===== src/rtl/ascii_int_decoder.sv =====
// ascii_int_decoder
//   Converts a UART byte stream of signed decimal tokens into DATA_W-bit
//   two's-complement values. It checks each token against [VAL_MIN, VAL_MAX],
//   reports rejected tokens with an error code, and collapses CR/LF pairs into
//   one newline. It also counts the valid tokens on each line.
//
//   Optional feature: define ASCII_HEX_INPUT_EN to accept "0x"/"0X" prefixed
//   hexadecimal tokens. When it is undefined, 'x' is an ordinary bad char.
//
// Ports
//   clk             in   system clock
//   rst             in   synchronous, active-high reset
//   uart_data[7:0]  in   received byte, valid while uart_done=1
//   uart_done       in   one-cycle strobe per received byte
//   out_value       out  last accepted value, held until the next out_valid
//   out_valid       out  pulse: out_value updated
//   out_space       out  pulse: space delimiter seen
//   out_newline     out  pulse: end of line
//   out_line_tokens out  valid tokens in the line just ended (with out_newline)
//   out_err         out  pulse: token rejected
//   err_code[1:0]   out  01 BADCHAR, 10 TOO_LONG, 11 RANGE; held until next out_err
module ascii_int_decoder #(
  parameter int DATA_W     = 32,
  parameter int MAX_DIGITS = 5,
  parameter int VAL_MIN    = -32768,
  parameter int VAL_MAX    = 32767,
  parameter int CNT_W      = 8
) (
  input  logic              clk,
  input  logic              rst,
  input  logic [7:0]        uart_data,
  input  logic              uart_done,
  output logic [DATA_W-1:0] out_value,
  output logic              out_valid,
  output logic              out_space,
  output logic              out_newline,
  output logic [CNT_W-1:0]  out_line_tokens,
  output logic              out_err,
  output logic [1:0]        err_code
);

  localparam int                     DGW     = $clog2(MAX_DIGITS + 1);
  localparam logic [DGW-1:0]         DG_MAX  = DGW'(MAX_DIGITS);
  localparam logic signed [DATA_W:0] V_LO    = (DATA_W+1)'(VAL_MIN);
  localparam logic signed [DATA_W:0] V_HI    = (DATA_W+1)'(VAL_MAX);
  localparam logic [CNT_W-1:0]       CNT_SAT = {CNT_W{1'b1}};
  localparam logic [1:0]             E_BAD   = 2'b01;
  localparam logic [1:0]             E_LONG  = 2'b10;
  localparam logic [1:0]             E_RANGE = 2'b11;

  typedef enum logic [1:0] {IDLE = 2'd0, SIGN = 2'd1, NUM = 2'd2, SKIP = 2'd3} state_t;

  state_t           state, state_nx;
  logic [DATA_W:0]  mag, mag_nx;
  logic [DGW-1:0]   cnt, cnt_nx;
  logic             neg, neg_nx;
  logic             cr_flag, cr_nx;
  logic [CNT_W-1:0] line_cnt, line_nx;

  logic              valid_nx, space_nx, nl_nx, err_nx;
  logic [1:0]        code_nx;
  logic [DATA_W-1:0] value_nx;
  logic [CNT_W-1:0]  tokens_nx;

  // Character classes
  logic is_digit, is_minus, is_space, is_lf, is_cr, is_delim;
  assign is_digit = (uart_data >= 8'h30) && (uart_data <= 8'h39);
  assign is_minus = (uart_data == 8'h2D);
  assign is_space = (uart_data == 8'h20);
  assign is_lf    = (uart_data == 8'h0A);
  assign is_cr    = (uart_data == 8'h0D);
  assign is_delim = is_space || is_lf || is_cr;

  // Digit recognition depends on the current radix
  logic       tok_digit, hex_mode, hex_enter;
  logic [3:0] tok_nib;
`ifdef ASCII_HEX_INPUT_EN
  logic hex, hex_nx;
  logic is_lc_hex, is_uc_hex, is_x;
  assign is_lc_hex = (uart_data >= 8'h61) && (uart_data <= 8'h66);
  assign is_uc_hex = (uart_data >= 8'h41) && (uart_data <= 8'h46);
  assign is_x      = (uart_data == 8'h78) || (uart_data == 8'h58);
  assign hex_mode  = hex;
  assign tok_digit = hex ? (is_digit || is_lc_hex || is_uc_hex) : is_digit;
  // 'a'/'A' carry low nibble 1, so +9 maps them to 10
  assign tok_nib   = is_digit ? uart_data[3:0] : (uart_data[3:0] + 4'd9);
  // Only a bare unsigned "0" may switch to hex
  assign hex_enter = (state == NUM) && !hex && (cnt == DGW'(1)) &&
                     (mag == {(DATA_W+1){1'b0}}) && !neg && is_x;
`else
  assign hex_mode  = 1'b0;
  assign tok_digit = is_digit;
  assign tok_nib   = uart_data[3:0];
  assign hex_enter = 1'b0;
`endif

  // Token arithmetic; the accumulator is one bit wider than the output, so it cannot wrap
  logic [DATA_W:0]  mag_dig, tok_val;
  logic             in_range, hex_empty, flush, accept, nl_ev;
  logic [CNT_W-1:0] line_inc;
  assign mag_dig   = mag * (hex_mode ? (DATA_W+1)'(16) : (DATA_W+1)'(10)) + (DATA_W+1)'(tok_nib);
  assign tok_val   = neg ? -mag : mag;
  assign in_range  = ($signed(tok_val) >= V_LO) && ($signed(tok_val) <= V_HI);
  assign hex_empty = hex_mode && (cnt == {DGW{1'b0}});
  assign flush     = uart_done && (state == NUM) && is_delim && !hex_empty;
  assign accept    = flush && in_range;
  assign nl_ev     = uart_done && (is_cr || (is_lf && !cr_flag));
  assign line_inc  = (line_cnt == CNT_SAT) ? line_cnt : line_cnt + CNT_W'(1);

  // State, datapath and registered outputs
  always_ff @(posedge clk) begin
    if (rst) begin
      state           <= IDLE;
      mag             <= {(DATA_W+1){1'b0}};
      cnt             <= {DGW{1'b0}};
      neg             <= 1'b0;
      cr_flag         <= 1'b0;
      line_cnt        <= {CNT_W{1'b0}};
      out_value       <= {DATA_W{1'b0}};
      out_valid       <= 1'b0;
      out_space       <= 1'b0;
      out_newline     <= 1'b0;
      out_line_tokens <= {CNT_W{1'b0}};
      out_err         <= 1'b0;
      err_code        <= 2'b00;
`ifdef ASCII_HEX_INPUT_EN
      hex             <= 1'b0;
`endif
    end else begin
      state           <= state_nx;
      mag             <= mag_nx;
      cnt             <= cnt_nx;
      neg             <= neg_nx;
      cr_flag         <= cr_nx;
      line_cnt        <= line_nx;
      out_value       <= value_nx;
      out_valid       <= valid_nx;
      out_space       <= space_nx;
      out_newline     <= nl_nx;
      out_line_tokens <= tokens_nx;
      out_err         <= err_nx;
      err_code        <= code_nx;
`ifdef ASCII_HEX_INPUT_EN
      hex             <= hex_nx;
`endif
    end
  end

  // Next state and token datapath
  always_comb begin
    state_nx = state;
    mag_nx   = mag;
    cnt_nx   = cnt;
    neg_nx   = neg;
    cr_nx    = cr_flag;
    line_nx  = line_cnt;
`ifdef ASCII_HEX_INPUT_EN
    hex_nx   = hex;
`endif
    if (uart_done) begin
      // An LF following CR is consumed and also ends the pair
      cr_nx = is_cr;
      if (nl_ev) line_nx = {CNT_W{1'b0}};
      else if (accept) line_nx = line_inc;
      else line_nx = line_cnt;
      case (state)
        IDLE: begin
          if (is_digit) begin
            mag_nx = (DATA_W+1)'(uart_data[3:0]); cnt_nx = DGW'(1); neg_nx = 1'b0; state_nx = NUM;
          end else if (is_minus) begin
            neg_nx = 1'b1; state_nx = SIGN;
          end else if (is_delim) state_nx = IDLE;
          else state_nx = SKIP;
        end
        SIGN: begin
          if (is_digit) begin
            mag_nx = (DATA_W+1)'(uart_data[3:0]); cnt_nx = DGW'(1); state_nx = NUM;
          end else if (is_delim) state_nx = IDLE;
          else state_nx = SKIP;
        end
        NUM: begin
          if (hex_enter) begin
            cnt_nx = {DGW{1'b0}};
`ifdef ASCII_HEX_INPUT_EN
            hex_nx = 1'b1;
`endif
          end else if (tok_digit) begin
            if (cnt == DG_MAX) state_nx = SKIP;
            else begin
              mag_nx = mag_dig; cnt_nx = cnt + DGW'(1);
            end
          end else if (is_delim) state_nx = IDLE;
          else state_nx = SKIP;
        end
        SKIP: begin
          if (is_delim) state_nx = IDLE;
          else state_nx = SKIP;
        end
        default: state_nx = IDLE;
      endcase
`ifdef ASCII_HEX_INPUT_EN
      if (state_nx != NUM) hex_nx = 1'b0;
      else hex_nx = hex_nx;
`endif
    end else begin
      state_nx = state;
    end
  end

  // Output pulses and held values for the next cycle
  always_comb begin
    valid_nx  = 1'b0;
    space_nx  = 1'b0;
    nl_nx     = 1'b0;
    err_nx    = 1'b0;
    code_nx   = err_code;
    value_nx  = out_value;
    tokens_nx = out_line_tokens;
    if (uart_done) begin
      space_nx = is_space;
      nl_nx    = nl_ev;
      // The line count includes a token flushed by the newline byte itself
      if (nl_ev) tokens_nx = accept ? line_inc : line_cnt;
      else tokens_nx = out_line_tokens;
      case (state)
        IDLE: begin
          if (!is_digit && !is_minus && !is_delim) begin
            err_nx = 1'b1; code_nx = E_BAD;
          end else err_nx = 1'b0;
        end
        SIGN: begin
          if (!is_digit) begin
            err_nx = 1'b1; code_nx = E_BAD;
          end else err_nx = 1'b0;
        end
        NUM: begin
          if (hex_enter) err_nx = 1'b0;
          else if (tok_digit) begin
            if (cnt == DG_MAX) begin
              err_nx = 1'b1; code_nx = E_LONG;
            end else err_nx = 1'b0;
          end else if (is_delim) begin
            if (hex_empty) begin
              err_nx = 1'b1; code_nx = E_BAD;
            end else if (in_range) begin
              valid_nx = 1'b1; value_nx = tok_val[DATA_W-1:0];
            end else begin
              err_nx = 1'b1; code_nx = E_RANGE;
            end
          end else begin
            err_nx = 1'b1; code_nx = E_BAD;
          end
        end
        SKIP: err_nx = 1'b0;
        default: err_nx = 1'b0;
      endcase
    end else begin
      err_nx = 1'b0;
    end
  end

endmodule


===== config.mk =====
export PLATFORM = sky130hd
export DESIGN_NAME = ascii_int_decoder
export DESIGN_NICKNAME = d
export VERILOG_FILES = /design/src/rtl/ascii_int_decoder.sv
export SDC_FILE = /design/constraint.sdc
export NUM_CORES = 1
export LEC_CHECK = 0
export ABC_AREA = 1
export BUFFER_PORTS_ARGS = -buffer_cell sky130_fd_sc_hd__buf_2
export CAP_MARGIN = 15
export CELL_PAD_IN_SITES_DETAIL_PLACEMENT = 0
export CELL_PAD_IN_SITES_GLOBAL_PLACEMENT = 1
export CORE_UTILIZATION = 35
export CTS_CLUSTER_DIAMETER = 40
export DETAILED_ROUTE_END_ITERATION = 8
export HOLD_SLACK_MARGIN = 0.03
export PLACE_DENSITY = 0.75
export SYNTH_ARGS = -nofsm -noshare
export SYNTH_HDL_FRONTEND = slang
export SYNTH_SLANG_ARGS = --single-unit

===== constraint.sdc =====
create_clock -name clk -period 4.3 [get_ports clk]
set_input_delay 0.215 -clock clk [delete_from_list [all_inputs] [get_ports clk]]
set_output_delay 0.215 -clock clk [all_outputs]
set_load 0.01 [all_outputs]

* Yosys cells after proc, flatten, opt, wreduce, memory -nomap -nowiden
Cells that the tools add are included.
Operators by class: $add $sub $neg 4, multipliers 1, div/mod/pow operators 0, $lt $le $gt $ge 4, equality and inequality tests 16, shift-type cells 0, multiplexer cells 36, bitwise operators 4, reduce and logical (&&, ||, !) cells 29
Operators with widths (number):
- $mux W33 | 4
- $pmux W33 S2 | 1
- $add A33 B4 Y33 | 1
- $ge A33 B16 Y1 const B | 1
- $le A33 B16 Y1 const B | 1
- $mul A33 B3 Y32 const B | 1
- $neg A33 Y33 | 1
- $mux W2 | 12
- $mux W8 | 3
- $eq A8 B4 Y1 const B | 2
- $eq A8 B6 Y1 const B | 2
- $reduce_and A5 Y1 | 2
- $logic_and A1 B1 Y1 | 9
- $mux W1 | 9
- $mux W3 | 3
- $add A8 B1 Y8 const B | 1
- $eq A8 B8 Y1 const B | 1
- $ge A8 B6 Y1 const B | 1
- $le A8 B6 Y1 const B | 1
- $ne A2 B2 Y1 const B | 4
- $pmux W2 S4 | 1
- $pmux W2 S3 | 1
- $pmux W3 S2 | 1
- $reduce_and A6 Y1 | 1
- other kinds (18) | 30
Storage, ports and cells: bits in registers 94, latch bits 0, RAM bits 0, bits in read-only memories 0, input port bits 11, output and inout bits 46, word-level logic and storage cells 107, memories 0

* Depth between registers and ports, before layout
Gate-level depths: netlist of the first run.
depth after elaboration 8, mapped depth 22

* Worst setup path before layout of the first run
Ideal clock, no wire load.
path kind register -> register, start register mag[3], end register mag[28], library setup time 70 ps, data arrival time 2867 ps, setup slack 1363 ps, cell stages (with the launch flop) 20, buffers on the path 0, path through dfxtp_1 -> ha_1 -> ha_1 -> inv_1 -> fa_1 -> nor2_1 -> nand4_1 -> nand2_1 -> nand2_1 -> nor2_2 -> nand2_1 -> nor2_2 -> nand2_2 -> nor2_4 -> nand2_2 -> nor2_4 -> nand3_1 -> o21ai_1 -> nand3_1 -> a21oi_1
Between the ends: word-level cells in the longest chain between the ends 5
RTL lines:
- start: declaration | RTL line 54 | logic [DATA_W:0] mag, mag_nx;
- start signal: assignment | RTL line 114 | mag <= {(DATA_W+1){1'b0}};
- start signal: assignment | RTL line 131 | mag <= mag_nx;
- $mul A33 B3 Y32 | RTL line 101 | assign mag_dig = mag * (hex_mode ? (DATA_W+1)'(16) : (DATA_W+1)'(10)) + (DATA_W+1)'(tok_nib);
- $add A33 B4 Y33 | RTL line 101
- $mux W33 | RTL line 188 | if (cnt == DG_MAX) state_nx = SKIP;
- $mux W33 | RTL line 187 | end else if (tok_digit) begin
- $pmux W33 S2 | RTL line 166 | case (state)
Every way passes these cells. The select of a mux whose other input is x is not followed. A chain may end at the register's enable or synchronous reset.

* Final worst setup path of the first run
start register mag[3], end register mag[27]
Same word-level chain as after synthesis.

==> impl_metrics.ini, run 1 <==
[status]
status = completed

[grt]
track_usage = 0.2120
grt_pass1_wl_um = 41810
grt_pass1_vias = 8154
grt_max_degree = 56
antenna_found_initial = 0
grt-ovfl-total = 0

[clocking]
cts_setup_buffers = 0
root_buffer = clkbuf_16
clkLatencyLatePin_ns = 0.35
h-tree-depth = 3
ctsHoldBuffers = 0
clk_pin_slew_ns = 0.07
cts_tree = built
cts_sinks = 94
cts_buffers = 9
cts_resized = 0
cts.path.max_buffers = 2

[synth]
synth_area_leader_cell = dfxtp_1
yosysWarnings = 0
synth_cell_type_count = 51
ys_top_cells_by_count = 414 x nand2_1, 174 x inv_1, 154 x nor2_1
synth_edf_count = 0
syn-cell-area_mm2 = 0.008593
yosys.cell_count.top_type = nand2_1
ys_ff_latch = 94
synthCells = 1425
ys.flop_type = dfxtp_1
synth_fp_nets = 1506
seq_area_frac_synth = 0.2190
synth.top_cell.area_share = 0.2190
syn_avg_cell_area_um2 = 6.030
synthTopCellsByArea = dfxtp_1 22%, nand2_1 18%, ha_1 9.9%
async_flop_share = 0

[timing]
finalCritPeriodShare = 0.8775
tightest_slew_ns = 0.6600
fin_crit_ns = 3.773
fin_tns_setup_ns = 0
skew_ns = 0.008414
slew_violations = 0
relSlewSlack = 0.5554
timing_hold_violations_final = 0
rsz0062_at_grt = false
setup_viol_count_final = 0
max_freq_mhz = 265.0

[route]
drt_iter0_drc = 582
drcViolationCount = 0
routed_wl_um = 26060
first_pass_iters = 5
drtAntennaViolNets = 0
avgRoutedWirePerCell_um = 14.55
num_vias = 8940
avgViaCountPerCell = 4.992

[worst_hold_path]
hp-class = in2reg

[place]
hpwl_um = 21180
dpl_cell_area_mm2 = 0.009155
portBuffers = 56
gp_congestion = 0.9169

[die]
fp.dieArea_mm2 = 0.02518
coreArea_mm2 = 0.02375
die_w_um = 158.7
fp-row-count = 56
start_util = 0.3618
dieHeight_um = 158.7
ios = 57

[critical_path]
critPathMaxFanout = 6
crit_path_frequent_cell = nand2_1
required_ns = 4.58
slowest_stage = o21ai_0
setup.worst_path.class = reg2reg
crit_family = simple AND/OR/NAND/NOR gates
cp_slowest_stage_delay_ns = 0.54
crit_arrival_ns = 4.05
cp_num_buf_inv = 4
cp-end-kind = register
start_kind = register
worstPathCellList = ha_1 > ha_1 > inv_1 > fa_1 > inv_1 > nand3_1 > nand2_2 > nand2_1 > nand2_1 > nand2_1 > nand2_1 > inv_1 > nor3_1 > inv_1 > o21ai_0 > nand3_1 > nand2_1 > nand4_1 > a21oi_1

[final_layout]
nNetsFinal = 1548
fin_util = 0.3992
layout-drive-gt1-share = 0.1046
diodes = 0
n_fill_cell = 2579
syn2layout_area_growth_pct = 10.34
final_area_mm2 = 0.009482

[pwr]
vdd_drop_max_v = 0.0001700
finalPower_mw = 2.020
pwr_density_cell_mw_per_mm2 = 213.1
p_leak_nw = 4.933

[flow_run]
maxCapViolations = 0
-- through the flow --
step | cells | hold slack [ns] | worst slack [ns]
finish | 1791 | 0.1648 | 0.5265
detailed placement | 1775 | 0.4623 | 0.5806
global placement | 1775 | 0.4573 | 0.5873
floorplan | 1425 | 0.3636 | 1.363
global route | 1791 | 0.1845 | 0.3140
CTS | 1791 | 0.1571 | 0.5399
-- layer usage --
layer	wire length, um	global-route usage	vias up	share of wire
li1	-	-	4734	-
met1	13190	0.3001	3995	0.51
met2	11230	0.3306	179	0.43
met3	1008	0.02069	32	0.039
met4	618	0.07692	0	0.024
met5	0	0	-	0
-- cell families (layout without fill, tap and decap cells) --
group           Yosys count  count (layout)  synth area share
compound gates          209             209            0.1321
xor+xnor                 27              27           0.03014
fa+ha+maj                70              70            0.1037
buf+inv                 214             261           0.09872
flops                    94              94            0.2190
mux                       1               1          0.001310
simple gates            810             810            0.4151
-- area by class of cell --
type                    count  area, um2  share of cell area
clock buffers              10      229.0             0.02415
clock inverters             6      97.59             0.01029
well taps                 319      399.1             0.04210
inverters                 184      693.2             0.07311
multi-input cells        1117       5863              0.6184
flip-flops and latches     94       1882              0.1985
repair buffers             61      317.8             0.03352
-- power breakdown --
part / leakage [nW] / switching [mW] / internal (mW)
clock network: 0.160 / 0.379 / 0.521
logic: 4.01 / 0.154 / 0.0727
registers: 0.759 / 0.0138 / 0.880
-- path summary, 6_finish.rpt --
kind	end	start	slack, ns	cells past startpoint
worst min-delay path	mag[0]	uart_data[0]	0.16	3
worst min register to register	err_code[1]	err_code[1]	0.47	2
worst max-delay path	mag[27]	mag[3]	0.53	19
worst max register to register	mag[27]	mag[3]	0.53	19
-- worst register-to-register path: stages, from the launching register on --
cell and delay [ns]:
dfxtp_1 0.41, ha_1 0.33, ha_1 0.25, inv_1 0.08, fa_1 0.42, inv_1 0.15, nand3_1 0.13, nand2_2 0.14
nand2_1 0.08, nand2_1 0.14, nand2_1 0.07, nand2_1 0.11, inv_1 0.09, nor3_1 0.22, inv_1 0.10, o21ai_0 0.54
nand3_1 0.15, nand2_1 0.09, nand4_1 0.07, a21oi_1 0.14
-- placed cells by master, fill, tap and decap left out, types with 5 or more instances in the layout --
cell type,n
nand4_1,43
nor2_1,154
xnor2_1,8
ha_1,68
inv_2,7
buf_4,5
nand3b_1,6
nand2_2,22
inv_1,174
nor3_1,16
dfxtp_1,94
nand3_1,109
nor4_1,6
nand3_2,5
buf_2,56
nand2_1,414
xor2_1,16
o21ai_1,15
a21oi_1,88
clkbuf_16,9
o21ai_0,79
nor2_2,19
o211ai_1,5
-- flip-flops by register name, indices dropped and copies added (netlist names) --
name             count
out_valid            1
cr_flag              1
neg                  1
err_code             2
out_value           32
cnt                  3
out_err              1
out_newline          1
mag                 33
out_line_tokens      8
out_space            1
line_cnt             8
state                2
Power figures use the tool's default switching activity.
==> run 2, diff against run 1 <==
Settings changed: CORE_ASPECT_RATIO set to 1.2.
==> impl_metrics.ini, run 2 (synthesis gave the netlist of run 1 again) <==
[clocking]
cts.path.max_buffers = 2
cts_sinks = 94
ctsHoldBuffers = 0
clkLatencyLatePin_ns = 0.36
root_buffer = clkbuf_16
clk_pin_slew_ns = 0.08
cts_buffers = 9
cts_setup_buffers = 0
cts_tree = built
cts_resized = 0
h-tree-depth = 3

[timing]
fin_tns_setup_ns = 0
timing_hold_violations_final = 0
skew_ns = 0.009853
slew_violations = 0
rsz0062_at_grt = false
tightest_slew_ns = 0.9879
setup_viol_count_final = 0
finalCritPeriodShare = 0.8732
max_freq_mhz = 266.3
relSlewSlack = 0.3390
fin_crit_ns = 3.755

[grt]
grt-ovfl-total = 0
antenna_found_initial = 0
grt_pass1_vias = 8529
track_usage = 0.2140
grt_max_degree = 56
grt_pass1_wl_um = 43350

[critical_path]
worstPathCellList = ha_1 > ha_1 > inv_1 > fa_1 > inv_1 > nand3_1 > nand2_2 > nand2_1 > nand2_1 > nand2_1 > nand2_1 > inv_1 > nor3_1 > inv_1 > o21ai_0 > nand3_1 > nand2_1 > nand4_1 > a21oi_1
cp_slowest_stage_delay_ns = 0.49
crit_family = simple AND/OR/NAND/NOR gates
crit_path_frequent_cell = nand2_1
required_ns = 4.58
cp_num_buf_inv = 4
start_kind = register
critPathMaxFanout = 6
cp-end-kind = register
crit_arrival_ns = 4.03
setup.worst_path.class = reg2reg
slowest_stage = o21ai_0

[pwr]
pwr_density_cell_mw_per_mm2 = 205.9
p_leak_nw = 4.911
vdd_drop_max_v = 0.0001799

[route]
top_layer_used = met4
wl_met3_um = 727
drt_iter0_drc = 533
drtAntennaViolNets = 0
first_pass_iters = 5
wl_met1_um = 12530
avgRoutedWirePerCell_um = 14.89
routed_wl_um = 26670
num_vias = 9041
wl_met2_um = 12670
avgViaCountPerCell = 5.048
drcViolationCount = 0

[die]
coreArea_mm2 = 0.02405
die_w_um = 145.0
fp-row-count = 62
fp.dieArea_mm2 = 0.02519
ios = 57
start_util = 0.3573
dieHeight_um = 173.6

[worst_hold_path]
hp-class = in2reg

[final_layout]
final_cells = 1791
final_common_cell = nand2_1
final_cell_mix = 414 x nand2_1, 174 x inv_1, 154 x nor2_1, 109 x nand3_1, 94 x dfxtp_1
largest_register_ffs = 33
diodes = 0
top_regs = mag x33, out_value x32
top_register = mag
syn2layout_area_growth_pct = 9.930
layout-drive-gt1-share = 0.1047
nNetsFinal = 1547

[status]
status = completed

[place]
dpl.cell_count = 1775
gp_congestion = 0.9063
hpwl_um = 21510
portBuffers = 56

[flow_run]
maxCapViolations = 0
## run 2: cell count changes in the layout (fill, tap and decap cells not counted), sizes merged
| cell | previous run | this run |
|---|---|---|
| bufinv | 2 | 0 |
| clkinv | 2 | 4 |
| buf | 61 | 60 |
| clkbuf | 10 | 9 |
| clkinvlp | 0 | 1 |
## run 2: power breakdown
part	leakage [nW]	switching [mW]	internal [mW]
clock	0.143	0.413	0.411
sequential	0.759	0.0130	0.879
combinational	4.01	0.157	0.0713
## run 2: layer usage
metal,GRT usage,up-vias
li1,-,4736
met1,0.2760,4106
met2,0.3698,161
met3,0.01763,38
met4,0.07846,0
met5,0,-
## run 2: layout make-up
type                       count  area, um2
clock inverter                 7      72.57
tap                          320      400.4
fill                        2601      14600
timing repair buffer          60      310.3
inverter                     184      693.2
sequential                    94       1882
clock buffer                   9      225.2
multi-input combinational   1117       5863
## run 2: tightest hold or removal path, delay by kind of cell
kind	cells	cell delay (ns)
buffers and inverters	2	0.18
AO/OA/AOI/OAI	1	0.06
## run 2: final timing paths
check             depth (start not counted)  slack [ns]    startpoint           to
hold / removal                            3        0.14  uart_data[0]       mag[0]
hold reg to reg                           2        0.47   err_code[1]  err_code[1]
setup reg to reg                         19        0.55        mag[3]      mag[27]
setup / recovery                         19        0.55        mag[3]      mag[27]
## run 2: metrics by stage
step | utilization | hold WS, ns | power (mW) | area, um2 | setup slack, ns
after floorplan | - | 0.3636 | 1.081 | 8593 | 1.363
after global placement | 0.3804 | 0.4533 | 1.141 | 9149 | 0.5829
after detailed placement | 0.3804 | 0.4563 | 1.141 | 9149 | 0.5573
after CTS | 0.3928 | 0.1270 | 1.973 | 9447 | 0.5357
after global routing | 0.3928 | 0.1493 | 2.039 | 9447 | 0.2635
final | 0.3928 | 0.1359 | 1.945 | 9447 | 0.5450
==> run 3, diff against run 2 <==
Settings changed: CORE_UTILIZATION 35 to 44, PLACE_DENSITY 0.75 to 0.89.
Clock period 4.3 ns to 3.66 ns, I/O delays scaled along.
==> impl_metrics.ini, run 3 (synthesis gave the netlist of run 1 again) <==
[critical_path]
crit_family = simple AND/OR/NAND/NOR gates
cp_num_buf_inv = 1
crit_arrival_ns = 3.62
cp_slowest_stage_delay_ns = 0.52
start_kind = register
required_ns = 3.88
worstPathCellList = ha_1 > ha_1 > nand2_1 > inv_1 > nand2_1 > nor3_1 > nand2_1 > nand3b_1 > nand2_1 > nor2_2 > nand4_1 > nor2_1 > nand4_1 > nand3_1 > a21oi_1
critPathMaxFanout = 6
crit_path_frequent_cell = nand2_1
cp-end-kind = register
setup.worst_path.class = reg2reg
rrSetupSlack_ns = 0.26
slowest_stage = dfxtp_1

[route]
drcViolationCount = 0
routed_wl_um = 25450
drt_iter0_drc = 550
drtAntennaViolNets = 0
first_pass_iters = 5
avgRoutedWirePerCell_um = 14.66
num_vias = 9032
avgViaCountPerCell = 5.203

[status]
status = completed

[die]
coreArea_mm2 = 0.01899
fp.dieArea_mm2 = 0.02010
die_w_um = 129.6
ios = 57
start_util = 0.4524
fp-row-count = 55
dieHeight_um = 155.1

[final_layout]
syn2layout_area_growth_pct = 10.08
largest_register_ffs = 33
layout-drive-gt1-share = 0.1155
diodes = 0
final_common_cell = nand2_1
final_cell_mix = 414 x nand2_1, 173 x inv_1, 154 x nor2_1, 109 x nand3_1, 89 x dfxtp_1
fin_util = 0.4980
n_fill_cell = 2080
top_regs = mag x33, out_value x32
nNetsFinal = 1556
regArea_mm2 = 0.001888
top_register = mag
multiInputGateArea_mm2 = 0.005873

[timing]
fin_ws_ns = 0.2631
slew_violations = 0
tightest_slew_ns = 0.9919
skew_ns = 0.01460
relSlewSlack = 0.3363
timing_hold_violations_final = 0
fin_crit_ns = 3.397
max_freq_mhz = 294.4
finalCritPeriodShare = 0.9281
setup_viol_count_final = 0

[grt]
grt-ovfl-total = 0
grt_pass1_vias = 8391
grt_max_degree = 56
grt_pass1_wl_um = 40760
antenna_found_initial = 0
track_usage = 0.2560

[place]
post-place-ws_ns = -0.09882
gp_congestion = 0.9688
hpwl_um = 20760
portBuffers = 56

[clocking]
cts_sinks = 94
clk_pin_slew_ns = 0.07
h-tree-depth = 3
cts_buffers = 9
cts_tree = built
root_buffer = clkbuf_16
cts.path.max_buffers = 2
clkLatencyLatePin_ns = 0.35

[pwr]
pwr_density_cell_mw_per_mm2 = 242.0
vdd_drop_max_v = 0.0002071
finalPower_mw = 2.289
p_leak_nw = 4.962

[worst_hold_path]
hp-class = in2reg

[flow_run]
maxCapViolations = 0
## run 3: cell count changes in the layout (fill, tap and decap cells not counted), moves of 2 or more
cell | before | now
o21ai_1 | 15 | 17
dfxtp_1 | 94 | 89
buf_4 | 4 | 13
dfxtp_2 | 0 | 5
o21ai_0 | 79 | 77
## run 3: layer usage
layer  track usage  part of all wire  up-vias
li1              -                 -     4751
met5             0                 0        -
met1        0.3154              0.45     4052
met4        0.1096             0.033        0
met3       0.02166             0.032       45
met2        0.4507              0.48      184
## run 3: area by class of cell
cell class                 count  share of cell area
timing repair buffer          69             0.03995
inverter                     184             0.07328
sequential                    94              0.1996
clock buffer                  10             0.02421
clock inverter                 6            0.008201
multi-input combinational   1117              0.6209
tap                          256             0.03386
## run 3: final timing paths
path           startpoint  cells past startpoint           to
max               mag[14]                     15      mag[28]
min          uart_data[0]                      3       mag[0]
max reg2reg       mag[14]                     15      mag[28]
min reg2reg   err_code[0]                      2  err_code[0]
## run 3: repair_timing
action                                  4_1_cts  5_1_grt
hold buffers                                  0        0
gates resized for setup                       2        9
endpoints found under the setup margin        2       14
setup buffers                                 0        1
pin swaps                                     0        1
## run 3: report_power, final
group / switching [mW] / internal (mW)
registers: 0.0145 / 1.03
clock network: 0.429 / 0.544
logic: 0.181 / 0.0860
## run 3: worst reg2reg max path, delay by kind of cell (launching register included)
kind | cells | cell delay [ns]
AND/OR/NAND/NOR | 11 | 1.86
adder cells (fa/ha/maj) | 2 | 0.73
flip-flops | 1 | 0.52
buffers and inverters | 1 | 0.09
AO/OA/AOI/OAI | 1 | 0.07
## run 3: stage by stage
stage | TNS (ns) | hold slack (ns) | instances | instance area, um2
floorplan | 0 | 0.3316 | 1425 | 8593
global placement | -0.07338 | 0.4524 | 1719 | 9129
detailed placement | -0.1524 | 0.4555 | 1719 | 9129
CTS | 0 | 0.1090 | 1735 | 9440
global route | -0.004964 | 0.1474 | 1736 | 9459
finish | 0 | 0.1102 | 1736 | 9459
